`src/rtl/pc_sequencer.sv`:
```
// pc_sequencer: fetch-side next-PC select, wrong-path squash, halt, debug count.
// Optional return-address stack is built when RAS_EN is defined.
module pc_sequencer #(
  parameter int W = 16,
  parameter logic [W-1:0] RESET_VEC = '0,
  parameter int FLUSH_CYCLES = 2,
  parameter int RAS_DEPTH = 4
) (
  input  logic         clock,
  input  logic         resetn,
  input  logic         stall,
  input  logic         branch,
  input  logic         condpass,
  input  logic [W-1:0] target,
  input  logic         call,
  input  logic         ret,
  input  logic         halt,
  output logic [W-1:0] pc,
  output logic         valid,
  output logic         flush,
  output logic         halted,
  output logic [15:0]  takencnt,
  output logic         stackerr
);

  typedef enum logic [1:0] {
    S_RUN,
    S_FLUSH,
    S_HALT
  } state_t;

  localparam logic [W-1:0] ONE = W'(1);
  localparam logic [2:0] FC = 3'(FLUSH_CYCLES);

  state_t       state;
  logic [2:0]   fcnt;
  logic [W-1:0] seq;
  logic         take_br;

  assign seq     = pc + ONE;
  assign take_br = branch & condpass;

`ifdef RAS_EN
  localparam int PW = (RAS_DEPTH > 1) ? $clog2(RAS_DEPTH) : 1;
  localparam logic [PW-1:0] P1 = PW'(1);
  localparam logic [PW:0] C1 = (PW + 1)'(1);
  localparam logic [PW:0] DEPTH = (PW + 1)'(RAS_DEPTH);

  logic [W-1:0] ras [RAS_DEPTH];
  logic [PW-1:0] rptr;
  logic [PW:0]   rcnt;
  logic          take_ret;

  assign take_ret = ret & condpass;
`else
  logic unused;
  assign unused   = ^{call, ret};
  assign stackerr = 1'b0;
`endif

  // Next-PC selection, flush window sequencing and halt handling.
  always_ff @(posedge clock or negedge resetn) begin
    if (!resetn) begin
      state    <= S_RUN;
      pc       <= RESET_VEC;
      valid    <= 1'b1;
      flush    <= 1'b0;
      halted   <= 1'b0;
      takencnt <= '0;
      fcnt     <= '0;
`ifdef RAS_EN
      stackerr <= 1'b0;
      rptr     <= '0;
      rcnt     <= '0;
      for (int i = 0; i < RAS_DEPTH; i++)
        ras[i] <= '0;
`endif
    end else begin
      // Squash pulse lasts one cycle even across a stall.
      flush <= 1'b0;
      if (!stall) begin
        unique case (state)
          S_RUN: begin
            if (halt) begin
              state  <= S_HALT;
              halted <= 1'b1;
            end
`ifdef RAS_EN
            else if (take_ret) begin
              if (rcnt == '0) begin
                pc       <= RESET_VEC;
                stackerr <= 1'b1;
              end else begin
                pc   <= ras[rptr - P1];
                rptr <= rptr - P1;
                rcnt <= rcnt - C1;
              end
              state <= S_FLUSH;
              fcnt  <= FC;
              valid <= 1'b0;
              flush <= 1'b1;
              if (takencnt != 16'hFFFF)
                takencnt <= takencnt + 16'd1;
            end
`endif
            else if (take_br) begin
              pc    <= target;
              state <= S_FLUSH;
              fcnt  <= FC;
              valid <= 1'b0;
              flush <= 1'b1;
              if (takencnt != 16'hFFFF)
                takencnt <= takencnt + 16'd1;
`ifdef RAS_EN
              // Full stack overwrites its oldest slot.
              if (call) begin
                ras[rptr] <= seq;
                rptr      <= rptr + P1;
                if (rcnt != DEPTH)
                  rcnt <= rcnt + C1;
              end
`endif
            end else begin
              pc <= seq;
            end
          end
          S_FLUSH: begin
            pc   <= seq;
            fcnt <= fcnt - 3'd1;
            if (fcnt == 3'd1) begin
              state <= S_RUN;
              valid <= 1'b1;
            end
          end
          S_HALT: begin
            halted <= 1'b1;
          end
          default: begin
            state <= S_RUN;
            valid <= 1'b1;
          end
        endcase
      end
    end
  end

endmodule

```
`config.mk`:
```
export PLATFORM = sky130hd
export DESIGN_NAME = pc_sequencer
export DESIGN_NICKNAME = d
export VERILOG_FILES = /design/src/rtl/pc_sequencer.sv
export SDC_FILE = /design/constraint.sdc
export NUM_CORES = 1
export LEC_CHECK = 0
export CAP_MARGIN = 25
export CORE_MARGIN = 2
export CORE_UTILIZATION = 25
export CTS_BUF_LIST = sky130_fd_sc_hd__clkbuf_4 sky130_fd_sc_hd__clkbuf_8
export DETAILED_ROUTE_END_ITERATION = 12
export DONT_BUFFER_PORTS = 1
export GPL_TIMING_DRIVEN = 0
export HOLD_SLACK_MARGIN = 0.15
export MAX_ROUTING_LAYER = met4
export PLACE_DENSITY = 0.45
export SYNTH_ARGS = -nofsm -noshare
export SYNTH_HDL_FRONTEND = slang
export SYNTH_SLANG_ARGS = --single-unit
```
`constraint.sdc`:
```
create_clock -name clock -period 2.9 [get_ports clock]
set_clock_uncertainty 0.2 [all_clocks]
set_input_delay 0.29 -clock clock [delete_from_list [all_inputs] [get_ports clock]]
set_output_delay 0.29 -clock clock [all_outputs]
set_load 0.02 [all_outputs]
```
==> metrics list, run 1 <==
- Yosys warns: 0
- The startpoint identified for the worst hold timing path is stall.
- Final net count: 282
* Total power divided by cell area: 564 nW/um^2
- Post-detailed-placement half-perimeter wirelength: 3.92 mm
- Share of the synthesized area in the top cell type: 0.461
* Yosys cell types: 46
* Count of port buffers added during placement: 0
- Among all flip-flop cells after synthesis, the most frequent one is sky130_fd_sc_hd__dfrtp_1.
- At the pin with the least slew margin, the transition time is 554 ps.
- For the worst setup path, the data arrival time is 2550 ps.
- Maximum buffer depth of the clock tree: 2
- After synthesis, the share of flip-flops with an asynchronous set or reset is 1.00.
- TritonCTS built the clock tree.
* Fin util: 0.312
- Count of max-cap constraint violations: 0
- The path with the worst hold slack has its endpoint at takencnt[11].
* Ratio of cells with drive above 1 in the final layout: 0.110
- Area of the die: 9220 um^2
* Register bit total from synthesis: 40
- Effective utilization at floorplan: 0.257
- Max rail drop VDD: 0.258 mV
- The worst setup path is of the input pin to flop kind.
- The number of hold-slack violations in the final timing report was 0.
* End of the worst register-to-register path: takencnt[1]
- Post-route standard cell area excluding fillers: 2560 um^2
- Max Fclk: 394 MHz
* Via density per instance: 5.01
- Along the worst hold path, the cell count comes to 4.
- Status: finished clean
- Antenna cells: 0
- Synth Instances: 227
- The mapped netlist covers 2120 um^2.
- In this run the standard cell core region covers 8220 um^2.
- From left edge to right edge, the die measures 96.0 um.
* Initial DRC Count: 76
- The clock tree synthesis step divided the H-tree into 2 levels.
- Worst Reg-to-Reg Cells: 5
* Unrepaired setup endpoints after global routing: false
- The max-slew violation count was 0.
- Initial antenna violation count: 0
- In the post-synthesis netlist, the cell with the most instances is sky130_fd_sc_hd__dfrtp_1.
- In this run the clock root is driven by a sky130_fd_sc_hd__clkbuf_8.
* Clock Sinks: 40
- Of the available clock period, the critical path in the final layout requires 0.875.
- After filler insertion, the fill cell instance count of the layout stands at 860.
- The final route contains 1805 vias.
- Post-route antenna net violation count: 0
- Yosys mapped a number of flops with a built-in enable equal to 0.
- Critical R2R Launch: takencnt[1]
- Count of pins on the block boundary: 60
- Top cells by instance count after synthesis: sky130_fd_sc_hd__dfrtp_1 (39), sky130_fd_sc_hd__nand2_1 (26), sky130_fd_sc_hd__nor2_1 (22), sky130_fd_sc_hd__nand3_1 (17), sky130_fd_sc_hd__a21oi_1 (13)
* Avg Inst Size Synth: 9.32 um^2
- Cell count after placement: 332
- Yosys attributes the largest share of cell area to sky130_fd_sc_hd__dfrtp_1 (46%), sky130_fd_sc_hd__nand2_1 (4.6%), sky130_fd_sc_hd__nand3_1 (4.0%).
- At the worst endpoint, the required time is 2910 ps.
* Total number of placement rows: 33
- CTS clk-pin slew, worst paths: 90 ps
* Slew Limit Headroom: 0.631
- Height of the die: 96.0 um
- The setup check on the worst reg-to-reg path leaves a slack of 450 ps.
- Total CTS buffers: 5
- Synth-to-layout area growth: 21.1%
* Startpoint type of the worst setup path: input pin
- Peak fanout along the critical path: 10
- Crit path time final: 2540 ps
- The synthesized design spends more area on one cell type than any other, namely sky130_fd_sc_hd__dfrtp_1.
- Aggregate negative setup slack: 0 ps
- Wire length per cell after detailed routing: 15.5 um
- # setup viols final: 0
* All-layer global routing usage: 0.134
- Worst Setup End Kind: flop
- Entering global routing, the biggest net connects 41 pins.
- For the worst-skew pair, the clock arrives at the later sink with an insertion delay of 290 ps.
- Routability-driven placement finished with a final weighted congestion of 0.766.
- In this run the static leakage power is 1.09 nW.
- The via count of the first global-routing pass is 1847.
* First-pass GRT wire length: 9.19 mm
* Post-synth net total: 255
- For this run, the register share of the synthesized area comes to 0.474.
- The pre-antenna-repair detailed-routing pass consisted of 4 iterations.
* Global route overflow: 0
- Post-detailed-placement cell area: 2250 um^2
- # DRC: 0
- For this run, the number of standard cells in the final layout without fillers is 360.
* Tightest Hold Check Type: input pin to flop
- For this block, the routed nets add up to 5.59 mm of wire.
worst max-delay path: stages:
cell                            delay, ps
sky130_fd_sc_hd__dlygate4sd3_1        620
sky130_fd_sc_hd__nor2_1               240
sky130_fd_sc_hd__a21boi_2             340
sky130_fd_sc_hd__nand2_2              210
sky130_fd_sc_hd__inv_2                240
sky130_fd_sc_hd__o21ai_2              190
sky130_fd_sc_hd__nor3_1               220
sky130_fd_sc_hd__xor2_1               190
worst max path at each step:
stage	startpoint	to	slack, ps	cells after the start
after detailed placement	takencnt[0]	takencnt[1]	450	5
after global placement	takencnt[0]	takencnt[1]	480	5
final	stall	takencnt[5]	360	8
after global routing	stall	takencnt[5]	90	8
after CTS	stall	takencnt[5]	330	8
after floorplan	takencnt[0]	takencnt[1]	680	5
flip-flops by register name (all words and copies together) (netlist names):
signal,flops
flush,1
halted,1
fcnt,3
pc,16
valid,1
takencnt,16
state,2
layer usage:
metal,wire length (um),GRT usage
met1,2590,0.171
met2,2620,0.208
met3,385,0.0407
met4,0,0.0298
met5,0,-
where the power goes:
part           internal (mW)  switching, mW
combinational          0.107          0.102
clock                  0.203          0.210
sequential             0.635          0.188
cell type report:
| type | instances | area [um^2] | area share |
|---|---|---|---|
| multi-input cells | 167 | 1030 | 0.401 |
| flip-flops and latches | 40 | 1000 | 0.391 |
| repair buffers | 20 | 218 | 0.0850 |
| well taps | 105 | 131 | 0.0513 |
| clock buffers | 7 | 90.1 | 0.0352 |
| inverters | 13 | 48.8 | 0.0190 |
| plain buffers | 7 | 37.5 | 0.0146 |
| clock inverters | 1 | 7.51 | 0.00293 |
through the flow:
stage,setup WS (ps),power [mW],hold slack [ps]
3_3_place_gp,484,1.00,-204
3_5_place_dp,454,1.01,-204
4_1_cts,332,1.46,204
5_1_grt,87.5,1.54,203
2_1_floorplan,683,0.947,-206
6_report,362,1.45,193
layout by cell type, fill, tap and decap left out, drive strengths merged, types with 2 or more instances in the layout:
cell / instances
xnor2: 6
and3: 5
or3: 4
nand3: 17
a22oi: 2
a21o: 2
o211ai: 3
dfrtp: 39
nor3: 5
a31o: 2
ha: 4
o221a: 2
and4: 2
o21ai: 13
o31ai: 2
buf: 3
inv: 13
a21oi: 13
nand2: 27
o311ai: 3
xor2: 9
a31oi: 2
clkbuf: 12
nor2: 22
dlygate4sd3: 19
nand4: 7
cells by family (layout without fill, tap and decap cells):
group / after synthesis / count (layout) / synth area share
AOI/OAI and AO/OA: 53 / 53 / 0.173
xor gates and xnor gates: 15 / 15 / 0.0621
adders and majority gates: 4 / 4 / 0.0237
buffers and inverters: 20 / 48 / 0.0408
DFF: 40 / 40 / 0.474
muxes: 1 / 1 / 0.00532
other: 1 / 1 / 0.00177
and+or+nand+nor: 93 / 93 / 0.219
timing repair:
item	CTS	global route
hold endpoints to repair	61	0
setup buffers	0	0
setup endpoints to repair	0	0
hold buffers	20	0
resized for setup	0	0
Note: power is estimated with default switching activity, not from simulation.
==> run 2: changes to the inputs <==
==> constraint.sdc (replaced) <==
create_clock -name clock -period 2.9 [get_ports clock]
set_clock_uncertainty 0.2 [all_clocks]
set_input_delay 0.435 -clock clock [delete_from_list [all_inputs] [get_ports clock]]
set_output_delay 0.435 -clock clock [all_outputs]
set_load 0.02 [all_outputs]
==> run 2 against run 1 <==
Sequential cell count unchanged. Cell area decreased by 3.1%. Sequential share of layout area increased by 1.3 points. Critical path type is now flop to flop.
==> metrics list, run 2 (same netlist as run 1, synthesis figures left out) <==
- Via count of the routed design: 1782 (was 1805)
- Height of the die: 96.0 um (unchanged)
- Post-route standard cell area excluding fillers: 2480 um^2 (was 2560 um^2)
- Family with the most delay on the worst path: flip-flops (was buffers and inverters)
- The TritonCTS clock tree was built (unchanged).
- The core area came to 8220 um^2 (unchanged).
- The delay of the slowest cell on the worst path is 560 ps (was 620 ps).
* Final RePlAce weighted congestion: 0.766 (unchanged)
- The detailed-route vias per instance is 5.06 (was 5.01).
* Number of global-route vias before repair: 1816 (was 1847)
* Synth-to-layout area growth: 17.3% (was 21.1%)
- Routing layer with the top usage in global route: met2 (unchanged)
* Met1 track demand over resource: 0.171 (about the same)
- WP data required: 2890 ps (was 2910 ps)
- The insertion delay of the later-clocked pin in the worst-skew pair came to 290 ps (about the same).
- The endpoint type of the worst setup path is a flop (unchanged).
- The number of I/O pins came to 60 (unchanged).
* Met3 track utilization from global routing: 0.0407 (unchanged)
- Total CTS buffers: 5 (unchanged)
- Max Fclk: 409 MHz (was 394 MHz)
* Met2 global-route usage: 0.202 (was 0.208)
* Worst-path cell chain: ha_1 -> nand3_1 -> or3_1 -> o21ai_2 -> mux2_2 (was dlygate4sd3_1 -> nor2_1 -> a21boi_2 -> nand2_2 -> inv_2 -> o21ai_2 -> nor3_1 -> xor2_1)
- The net total in the final layout is 274 (was 282).
- The fraction of final layout cells sized beyond drive strength 1 is 0.113 (was 0.110).
- Clock Sinks: 40 (unchanged)
- Highest-count cells in the layout ignoring fill and taps: sky130_fd_sc_hd__dfrtp_1 (39), sky130_fd_sc_hd__nand2_1 (26), sky130_fd_sc_hd__nor2_1 (22) (unchanged)
* Count of port buffers added during placement: 0 (unchanged)
- The number of max-capacitance violations reported came to 0 (unchanged).
* Slew Viols, Final: 0 (unchanged)
- Global route overflow: 0 (unchanged)
- Aggregate negative setup slack: 0 ps (unchanged)
- Number of filler instances in the final layout: 863 (was 860)
- Die W: 96.0 um (unchanged)
- Min setup slack post-route: 454 ps (was 362 ps)
- The number of antenna violations at the first check in global routing was 0 (unchanged).
* Registers with the most flip-flops: pc x16, takencnt x16, fcnt x3 (unchanged)
- The transition time of the tightest slew-check pin was 538 ps (was 554 ps).
* Status: finished clean (unchanged)
- The remaining max-slew budget at the tightest pin came to 0.640 (was 0.631).
- The commonest non-fill, non-tap cell in the layout is sky130_fd_sc_hd__dfrtp_1 (unchanged).
- Total number of placement rows: 33 (unchanged)
- The cell total after placement is 332 (unchanged).
- The static leakage was 1.05 nW (was 1.09 nW).
* H-tree depth: 2 (unchanged)
- Hold violation total from the final report: 0 (unchanged)
* Setup CP Type: flop to flop (was input pin to flop)
- The number of buffer and inverter stages on the critical path is 0 (was 2).
- Largest net degree at the start of global routing: 41 (unchanged)
- Crit-path slowest cell: sky130_fd_sc_hd__dfrtp_1 (was sky130_fd_sc_hd__dlygate4sd3_1)
- The share of the cycle needed by the critical path after routing is 0.843 (was 0.875).
- The cell area reported after detailed placement was 2250 um^2 (unchanged).
- DRT Pass-1 Iters: 4 (unchanged)
- The aggregate routed wire length was 5.52 mm (was 5.59 mm).
- The clock transition at the registers of the reported paths came to 90 ps (about the same).
- The total power divided by cell area was 580 nW/um^2 (was 564 nW/um^2).
- # DRC: 0 (unchanged)
* Wire length per cell after detailed routing: 15.7 um (was 15.5 um)
- The number of setup violations in the final report was 0 (unchanged).
- Unrepaired setup endpoints after global routing: false (unchanged).
* Worst Path Arrival: 2430 ps (was 2550 ps)
- The global-route usage over all layers was 0.132 (was 0.134).
- The count of routing violations after the opening detailed-route iteration came to 67 (was 76).
- The time the final worst path needs with I/O delays and setup is 2450 ps (was 2540 ps).
- Post-detailed-placement half-perimeter wirelength: 3.92 mm (unchanged)
- Maximum buffer depth of the clock tree: 2 (unchanged)
- The element type at the critical path start is a flop (was input pin).
* Clock root buffer: sky130_fd_sc_hd__clkbuf_8 (unchanged)
* Peak fanout along the critical path: 10 (unchanged)
* Post-CTS repair timing setup buffer count: 0 (unchanged)
- The number of standard cells in the layout, taps in and fillers out came to 352 (was 360).
- The die footprint was 9220 um^2 (unchanged).
- Max rail drop VDD: 0.253 mV (was 0.258 mV)
- First-pass GRT wire length: 9.06 mm (was 9.19 mm)
* Antenna cells: 0 (unchanged)
* Effective utilization at floorplan: 0.257 (unchanged)
* Tightest Hold Check Type: input pin to flop (unchanged)
- The pre-CTS setup slack was 454 ps (unchanged).
- The number of nets with antenna violations after routing came to 0 (unchanged).
==> run 2: cell count changes in the layout (fill, tap and decap cells not counted) <==
cell                            before  now
sky130_fd_sc_hd__dlygate4sd3_1      19   11
==> run 2: routing by layer <==
layer	up-vias	wire, um
met1	861	2530
li1	850	-
met3	2	446
met5	-	0
met4	0	7
met2	69	2530
==> run 2: area by class of cell <==
type                            instances  area [um^2]  area share
Multi-Input combinational cell        167         1030       0.414
Sequential cell                        40         1000       0.404
Timing Repair Buffer                   12          138      0.0554
Tap cell                              105          131      0.0529
Clock buffer                            7         90.1      0.0363
Inverter                               13         48.8      0.0197
Buffer                                  7         37.5      0.0151
Clock inverter                          1         7.51     0.00302
==> run 2: worst paths after layout <==
kind / cells after the start / end / from / slack (ps)
worst max-delay path: 5 / takencnt[1] / takencnt[1] / 450
worst min-delay path: 2 / pc[12] / target[12] / 150
worst max register to register: 5 / takencnt[1] / takencnt[1] / 450
worst min register to register: 1 / fcnt[0] / fcnt[0] / 320
max in group asynchronous: 2 / valid / resetn / 1780
min in group asynchronous: 2 / takencnt[3] / resetn / 460
==> run 2: repair_timing <==
item                                    CTS  global route
gates resized for setup                   0             0
hold endpoints to repair                 52             0
hold buffers                             12             0
endpoints found under the setup margin    0             0
==> run 2: power breakdown <==
part           total, mW  switching, mW  internal (mW)
combinational      0.199         0.0990          0.100
clock              0.418          0.214          0.203
sequential         0.822          0.187          0.635
==> run 2: metrics by stage <==
| step | utilization | total power, mW | hold slack, ps |
|---|---|---|---|
| after detailed placement | 0.273 | 1.01 | -59.2 |
| after global placement | 0.273 | 1.00 | -58.9 |
| after CTS | 0.302 | 1.45 | 151 |
| final | 0.302 | 1.44 | 154 |
| after global routing | 0.302 | 1.53 | 157 |
| after floorplan | - | 0.947 | -60.6 |
==> run 3: changes to the inputs <==
Settings changed: PLACE_DENSITY 0.45 to 0.47.
Clock period 2.9 ns to 2.19 ns, I/O delays scaled along.
==> run 3 against run 2 <==
Largest cell class unchanged. Sequential share of layout area fell by 2.9 points. Register-to-register slack got worse by 380 ps. Die area unchanged. Global-route usage up 0.17 points. Via count increased by 1.2%. Setup slack worse by 380 ps. Clock power is 54% higher. Combinational power is 45% higher. First-iteration DRC count is 25% lower. Critical path depth fell by 1. Core utilization grew 2.8 points.
==> metrics list, run 3 (same netlist as run 1, synthesis figures left out) <==
- Via density per instance: 4.94 (was 5.06)
- Worst Path Arrival: 2100 ps (was 2430 ps)
- Post-route standard cell area excluding fillers: 2710 um^2 (was 2480 um^2)
* Commonest non-fill, non-tap cell in the layout: sky130_fd_sc_hd__dfrtp_1 (unchanged)
* Total number of placement rows: 33 (unchanged)
- Post-detailed-placement half-perimeter wirelength: 4.05 mm (was 3.92 mm)
- The delay of the slowest cell on the worst path is 510 ps (was 560 ps).
* Period utilisation layout: 0.968 (was 0.843)
* Post-route non-filler standard cell count: 365 (was 352)
- Clock root buffer: sky130_fd_sc_hd__clkbuf_8 (unchanged)
- The end of the worst register-to-register path was takencnt[1] (unchanged).
- The number of H-tree branching levels is 2 (unchanged).
- The max-slew violation count was 0 (unchanged).
- The number of setup violations in the final report was 0 (unchanged).
* Hold violation total from the final report: 0 (unchanged)
- The static leakage came to 1.12 nW (was 1.05 nW).
- The transition time of the tightest slew-check pin is 503 ps (was 538 ps).
- Crit path time final: 2120 ps (was 2450 ps)
- The diode insertion count for antenna repair is 0 (unchanged).
- The largest net degree at the start of global routing came to 41 (unchanged).
- The maximum vdd ir drop came to 0.292 mV (was 0.253 mV).
- Register-to-register setup slack: 70 ps (was 450 ps)
- The number of clock sinks is 40 (unchanged).
- The horizontal die dimension is 96.0 um (unchanged).
- The fraction of final layout cells sized beyond drive strength 1 is 0.192 (was 0.113).
- Initial DRC Count: 50 (was 67)
* Status: finished clean (unchanged)
- Min setup slack post-route: 70.6 ps (was 454 ps)
- Slew Limit Headroom: 0.665 (was 0.640)
- Final net count: 287 (was 274)
- The TritonCTS clock tree is built (unchanged).
- Unrepaired setup endpoints after global routing: true (was false).
- Cell count after placement: 332 (unchanged)
- The number of I/O pins came to 60 (unchanged).
- Post-route antenna net violation count: 0 (unchanged)
- Overall power: 2.04 mW (was 1.44 mW)
* Worst-path cell chain: nand3_1 -> or3_1 -> o21ai_4 -> mux2_2 (was ha_1 -> nand3_1 -> or3_1 -> o21ai_2 -> mux2_2)
- Endpoint of the worst hold path: pc[2] (was pc[12])
* WP data required: 2170 ps (was 2890 ps)
- Count of port buffers added during placement: 0 (unchanged)
* # DRC: 0 (unchanged)
- Critical R2R Launch: takencnt[12] (was takencnt[1])
- Total power divided by cell area: 751 nW/um^2 (was 580 nW/um^2)
- All-layer global routing usage: 0.133 (was 0.132)
- The worst hold path cell count was 3 (was 2).
* Area of the die: 9220 um^2 (unchanged)
- Worst Reg-to-Reg Cells: 4 (was 5)
* Number of global-route vias before repair: 1823 (was 1816)
- Worst-skew pair later-pin latency: 290 ps (about the same)
- The TritonCTS buffer count was 5 (unchanged).
- The aggregate routed wire length is 5.67 mm (was 5.52 mm).
- The starting density of the core came to 0.257 (unchanged).
- The first-pass GRT wire length was 9.20 mm (was 9.06 mm).
* Count of max-cap constraint violations: 0 (unchanged)
- The routed length per instance came to 15.5 um (was 15.7 um).
- Total buffers and inverters traversed by the critical path: 0 (unchanged)
- Startpoint type of the worst setup path: flop (unchanged)
- Via count of the routed design: 1803 (was 1782)
- Maximum buffer depth of the clock tree: 2 (unchanged)
- Highest-count cells in the layout ignoring fill and taps: sky130_fd_sc_hd__dfrtp_1 (28), sky130_fd_sc_hd__nand2_1 (26), sky130_fd_sc_hd__dlygate4sd3_1 (21) (was sky130_fd_sc_hd__dfrtp_1 (39), sky130_fd_sc_hd__nand2_1 (26), sky130_fd_sc_hd__nor2_1 (22))
- The critical path class is flop to flop (unchanged).
- The first-pass detailed-route iteration total came to 4 (unchanged).
- The pre-CTS setup slack was -246 ps (was 454 ps).
- Synth-to-layout area growth: 28.3% (was 17.3%)
* Max Fclk: 472 MHz (was 409 MHz)
* Height of the die: 96.0 um (unchanged)
- CTS clk-pin slew, worst paths: 90 ps (about the same)
- Registers with the most flip-flops: pc x16, takencnt x16, fcnt x3 (unchanged).
- Worst Setup End Kind: flop (unchanged)
- Post-detailed-placement cell area: 2250 um^2 (about the same)
- The critical-path cell with the highest stage delay is sky130_fd_sc_hd__dfrtp_1 (unchanged).
- The routability congestion estimate from global placement came to 0.751 (was 0.766).
* Worst Min Path Start: target[2] (was target[12])
* Tightest Hold Check Type: input pin to flop (unchanged)
- Initial antenna violation count: 0 (unchanged)
* Family with the most delay on the worst path: simple AND/OR/NAND/NOR gates (was flip-flops)
- The core area came to 8220 um^2 (unchanged).
- Global route overflow: 0 (unchanged)
* Peak fanout along the critical path: 7 (was 10)
[run 3: worst max-delay path by stage]
stage	start	to	slack, ps	depth (start not counted)
after floorplan	takencnt[0]	takencnt[1]	20	5
after global placement	pc[0]	pc[14]	-190	6
after detailed placement	pc[0]	pc[14]	-250	6
after CTS	takencnt[0]	takencnt[1]	1	5
after global routing	state[0]	takencnt[12]	-1	6
final	takencnt[12]	takencnt[1]	70	4
[run 3: worst reg2reg max path: cells and delay by family (launching register included)]
| kind | cells | cell delay [ps] |
|---|---|---|
| simple gates | 2 | 620 |
| mux | 1 | 370 |
| flops | 1 | 510 |
| compound gates | 1 | 310 |
[run 3: final cells by class]
| type | count | area, um^2 |
|---|---|---|
| buffer | 7 | 37.5 |
| clock buffer | 6 | 82.6 |
| clock inverter | 2 | 38.8 |
| fill | 842 | 5500 |
| inverter | 13 | 53.8 |
| multi-input combinational | 167 | 1090 |
| sequential | 40 | 1020 |
| tap | 105 | 131 |
| timing repair buffer | 25 | 265 |
[run 3: what timing repair did]
item / in CTS / in global routing
setup endpoints to repair: 14 / 14
hold buffers: 22 / 0
pin swaps: 4 / 2
gates resized for setup: 14 / 13
gates cloned: 0 / 0
endpoints found under the hold margin: 59 / 0
buffers inserted: 2 / 1
[run 3: power breakdown]
part / internal (mW) / switching (mW)
combinational: 0.151 / 0.137
sequential: 0.847 / 0.257
clock: 0.373 / 0.271
[run 3: layer usage]
layer | routed length [um] | global-route usage | share of wire | vias to the layer above
met4 | 35 | 0.0321 | 0.0062 | 0
met5 | 0 | - | 0 | -
met3 | 394 | 0.0392 | 0.069 | 2
met1 | 2580 | 0.165 | 0.46 | 876
li1 | - | - | - | 872
met2 | 2660 | 0.215 | 0.47 | 53
[run 3: per-stage QoR]
stage | setup TNS (ps) | util | hold slack, ps
after global placement | -980 | 0.274 | -166
after global routing | -1.15 | 0.330 | 170
after floorplan | 0 | - | -167
after CTS | 0 | 0.325 | 151
after detailed placement | -1120 | 0.274 | -166
final | 0 | 0.330 | 154
